==> src/rtl/regularization.sv <==
// Per-bit debounce-plus-lockout filter: each output bit follows its input only after
// DEBOUNCE_TIME consecutive disagreeing samples, then ignores the input for DELAY cycles.
module regularization #(
  parameter int unsigned DEBOUNCE_TIME = 2,
  parameter int unsigned DELAY         = 100,
  parameter int unsigned N             = 2
) (
  input  logic         i_clk,
  input  logic         i_reset,
  input  logic [N-1:0] i_signal,
  output logic [N-1:0] o_signal
);

  localparam int unsigned DEB_W  = $clog2(DEBOUNCE_TIME + 1);
  localparam int unsigned HOLD_W = (DELAY == 0) ? 1 : $clog2(DELAY + 1);

  logic [N-1:0]      out_q, out_d;
  logic [DEB_W-1:0]  deb_q  [N];
  logic [DEB_W-1:0]  deb_d  [N];
  logic [HOLD_W-1:0] hold_q [N];
  logic [HOLD_W-1:0] hold_d [N];

  // Next-state logic; bits are fully independent of each other
  always_comb begin
    out_d  = out_q;
    deb_d  = deb_q;
    hold_d = hold_q;
    for (int i = 0; i < int'(N); i++) begin
      if (hold_q[i] != '0) begin
        hold_d[i] = hold_q[i] - HOLD_W'(1);
        deb_d[i]  = '0;
      end else if (i_signal[i] == out_q[i]) begin
        deb_d[i] = '0;
      end else if ((32'(deb_q[i]) + 32'd1) < 32'(DEBOUNCE_TIME)) begin
        deb_d[i] = deb_q[i] + DEB_W'(1);
      end else begin
        out_d[i]  = i_signal[i];
        deb_d[i]  = '0;
        hold_d[i] = HOLD_W'(DELAY);
      end
    end
  end

  // State registers; reset overrides debounce and lockout in progress
  always_ff @(posedge i_clk) begin
    if (i_reset) begin
      out_q  <= '0;
      deb_q  <= '{default: '0};
      hold_q <= '{default: '0};
    end else begin
      out_q  <= out_d;
      deb_q  <= deb_d;
      hold_q <= hold_d;
    end
  end

  assign o_signal = out_q;

endmodule

==> config.mk <==
export PLATFORM = sky130hd
export DESIGN_NAME = regularization
export DESIGN_NICKNAME = d
export VERILOG_FILES = /design/src/rtl/regularization.sv
export SDC_FILE = /design/constraint.sdc
export NUM_CORES = 1
export LEC_CHECK = 0
export ABC_AREA = 1
export CORE_MARGIN = 3
export CORE_UTILIZATION = 55
export CTS_CLUSTER_SIZE = 30
export DETAILED_ROUTE_END_ITERATION = 10
export PLACE_DENSITY = 0.74
export SLEW_MARGIN = 25
export SYNTH_ARGS = -nofsm -noshare
export SYNTH_HDL_FRONTEND = slang
export SYNTH_SLANG_ARGS = --single-unit
==> constraint.sdc <==
create_clock -name i_clk -period 2.35 [get_ports i_clk]
set_clock_uncertainty 0.15 [all_clocks]
set_input_delay 0.705 -clock i_clk [delete_from_list [all_inputs] [get_ports i_clk]]
set_output_delay 0.705 -clock i_clk [all_outputs]
set_load 0.005 [all_outputs]
Word-level counts from Yosys, hierarchy flattened
Index checks and enable logic that the tools add are counted.

Output and inout bits: 2. Bits in registers: 20.

Bitwise logic cells: 6. Muxes and demuxes: 6. Reduce and logical (&&, ||, !) cells: 8. Add/subtract/negate cells: 6. Equal/unequal tests: 6. Order comparisons: 2.

Operators with widths (number): $mux W7 (6); $reduce_bool A7 Y1 (2); $sub A7 B1 Y7 const B (2); $ne A2 B2 Y1 const B (4); $reduce_or A4 Y1 (2); $add A2 B1 Y3 const B (2); $lt A3 B2 Y1 const B (2); $not A1 Y1 (6); $reduce_and A3 Y1 (2); $add A2 B1 Y2 const B (2); $reduce_and A2 Y1 (2); $eq A1 B1 Y1 (2).

Logic depth before layout (Yosys ltp)
Depth in word-level cells: 5. Mapped depth: 9.

Worst setup path before layout
OpenSTA, ideal clock, no wires.

Path kind: input to register. From: in i_signal[0]. To: reg hold_q[9] (netlist bit). Arrival time: 1302 ps. Stages on the path: 5. Setup time: 117 ps. Slack: 781 ps. Path through: or2_2 nand3b_1 nand2_1 o21ai_1 nor2_1.

Longest elaborated chain between the ends: 3.

Ends and longest elaborated chain: start: declaration (RTL line 10) `input logic [N-1:0] i_signal,`; $eq A1 B1 Y1 (RTL line 32) `end else if (i_signal[i] == out_q[i]) begin`; $ne A2 B2 Y1 (no source line); $reduce_and A2 Y1 (no source line); end signal: assignment (RTL line 53) `hold_q <= hold_d;`; end: declaration (RTL line 20) `logic [HOLD_W-1:0] hold_q [N];`.

Every way passes these cells. A chain may end at the register's enable or synchronous reset.

Worst setup path after layout
From: reg out_q[1] (netlist: o_signal[1]). To: out o_signal[1].

RTL lines: start: declaration (RTL line 17) `logic [N-1:0] out_q, out_d;`; start signal: assignment (RTL line 51) `out_q <= out_d;`; end: declaration (RTL line 11) `output logic [N-1:0] o_signal`.

No word-level cell between the ends.

==> results by group <==
Finish
  • Fillcell total: 168
  • Area occupied by multi-input gates: 629 µm²
  • Share of cells above drive strength 1: 10.4%
  • Register Area: 400 µm²
  • Fin nets: 184
  • N_diodes: 0
  • Commonest non-fill, non-tap cell in the layout: nand2_1
  • Design area: 1280 µm²
  • Commonest non-fill, non-tap cells in the layout: nand2_1, nor2_1, inv_1
  • Area grow syn2layout: 11.9%
  • Final core occ: 69.6%

Synthesis
  • Synth Warn #: 0
  • Post-Synth Simple-Gate Area: 40.5%
  • XOR/XNOR share of the synthesized area: 2.30%
  • Synth top area share: 35.0%
  • Register area share after synthesis: 35.0%
  • Syn nets: 174
  • Synth area leader: dfxtp_1
  • Mapped Cells: 164
  • Combinational family with the most area after synthesis: simple AND/OR/NAND/NOR gates
  • Area contributors post-synth: dfxtp_1, nand2_1, nor2_1
  • Compound-Gate Fraction of Synth Area: 5.69%
  • Post-Synth Adder-Cell Area: 6.56%
  • Mapped Area: 1140 µm²
  • Mean Syn Cell Area: 6.97 µm²
  • Netlist cell types: 24
  • FF+latch count, synth: 20
  • Multiplexer share of the synthesized area: 0%

Place
  • RePlAce Congestion: 0.810
  • HPWL after DPL: 1430 µm
  • Placed inst area: 1230 µm²
  • Port Buffers: 5

Critical path
  • R2r setup slk: 0.87 ns
  • Delay-heaviest family, CP: buffers and inverters
  • CP peak stage delay: 0.51 ns
  • CP bufs+invs: 1
  • Worst r2r src: hold_q[7]
  • Reg2reg end: hold_q[9]
  • Critical path launch point type: flop
  • Worst-path cell chain: clkdlybuf4s50_1
  • Kind of critical path: flop to output port
  • Crit path max-delay cell type: clkdlybuf4s50_1
  • Worst Path Arrival: 1.21 ns
  • Crit-path max FO: 4
  • R2r worst-path depth: 7
  • Critical path endpoint category: output port
  • Critical Path RT: 1.49 ns

Detailed routing
  • WL met3: 45 µm
  • # DRC: 0
  • Met2 wire len: 821 µm
  • Top Metal Used: met4
  • TritonRoute pass-1 iters: 4
  • Post-Route M1 WL: 984 µm
  • ANT nets after route: 0
  • Vias: 973
  • Routed len/inst: 9.50 µm
  • Vias per cell: 4.91
  • WL final: 1880 µm
  • Iteration-0 DRC Markers: 22

Clock network
  • Htree depth: 1
  • Hold buffers post-CTS: 0
  • Root Buffer Master: clkbuf_4
  • Post-CTS Setup Inserts: 0
  • Clk sink count: 20
  • Worst-Skew Late Latency: 0.31 ns
  • Num CTS Buffers: 3
  • Clock buffer depth: 2
  • CTS clk-pin slew, worst paths: 0.12 ns
  • TritonCTS clock tree: yes
  • Post-CTS sizing: 0

Timing
  • Tmin final: 2.06 ns
  • Final hold vios: 0
  • RSZ-0062 raised after global routing: no
  • # setup viols final: 0
  • Fmax: 485 MHz
  • Setup_tns: 0 ns
  • Slew HR: 71.6%
  • Final worst path period share: 87.8%
  • Slew @ Worst Pin: 0.422 ns
  • Max Transition Viols Final: 0

Run status
  • Status: finished, final reports clean

Floorplan
  • Die area: 2660 µm²
  • Die W: 51.6 µm
  • I/O pins: 6
  • Die Ht: 51.6 µm
  • Core Area: 1840 µm²
  • FP Rows: 15
  • Starting density of the core: 62.2%

Run
  • # Max-Cap Violations: 0

GRT
  • Initial antenna violation count: 0
  • Aggregate global routing overflow: 0
  • Largest net degree at the start of global routing: 13
  • Vias in the first global route: 835
  • GRT Total Usage: 16.1%
  • First-pass GRT wire length: 3300 µm

Power
  • PwrDens: 1330 nW/µm²
  • Peak VDD IR: 0.000770 V
  • Static Leak: 0.602 nW
  • Tot Pwr: 1.70 mW

Worst hold path
  • Endpoint, Worst Hold: deb_q[2]
  • Hold path depth: 1
  • Worst Hold Class: flop to flop
  • Hold_sp: deb_q[2]
[state kept, by name, indices dropped and copies added, names as in the netlist]
name and cells:
hold_q 14, deb_q 4, o_signal 2
[per-stage QoR]
step	hold WS, ns	setup slack, ns	instances
after floorplan	0.240	0.781	164
after global placement	0.248	0.310	194
after detailed placement	0.254	0.298	194
after CTS	0.271	0.275	198
after global routing	0.285	0.244	198
final	0.265	0.287	198
[layer usage]
metal | track usage (%) | vias to the layer above
met2 | 26.7 | 15
met5 | 0 | -
met1 | 20.7 | 428
met3 | 2.58 | 5
li1 | - | 525
met4 | 6.55 | 0
[how the worst max path moves through the flow]
stage / from / endpoint / slack [ns] / cells after the start
after floorplan: i_signal[0] / hold_q[9] / 0.78 / 5
after global placement: i_signal[0] / hold_q[9] / 0.31 / 6
after detailed placement: i_signal[0] / hold_q[9] / 0.30 / 6
after CTS: o_signal[1] / o_signal[1] / 0.27 / 1
after global routing: o_signal[0] / o_signal[0] / 0.24 / 1
final: o_signal[1] / o_signal[1] / 0.29 / 1
[power by group]
part	switching, mW	leakage [nW]	total, mW	internal [mW]
sequential	0.0949	0.165	0.543	0.448
combinational	0.539	0.410	0.870	0.331
clock	0.112	0.0279	0.284	0.172
total	0.746	0.602	1.70	0.951
[synth_stat cells (all sizes together)]
library cell  number
a21oi              7
dfxtp             20
buf                1
nand3             11
inv               28
clkinv             1
o21ai              6
nor3               4
and2               1
or2                1
ha                 6
nor2              35
nand4              2
nand3b             2
nand2             36
xor2               3
[cell type report]
class	instances	share of cell area [%]
Clock inverter	1	2.35
Tap cell	25	2.44
Timing Repair Buffer	6	4.50
Inverter	29	8.50
Multi-Input combinational cell	114	49.2
Clock buffer	3	1.76
Sequential cell	20	31.3
[cells by family after synthesis]
kind of cell,after synthesis
AOI/OAI and AO/OA,13
xor gates and xnor gates,3
adders and majority gates,6
buffers and inverters,30
DFF,20
and+or+nand+nor,92
(Power assumes the default switching activity.)
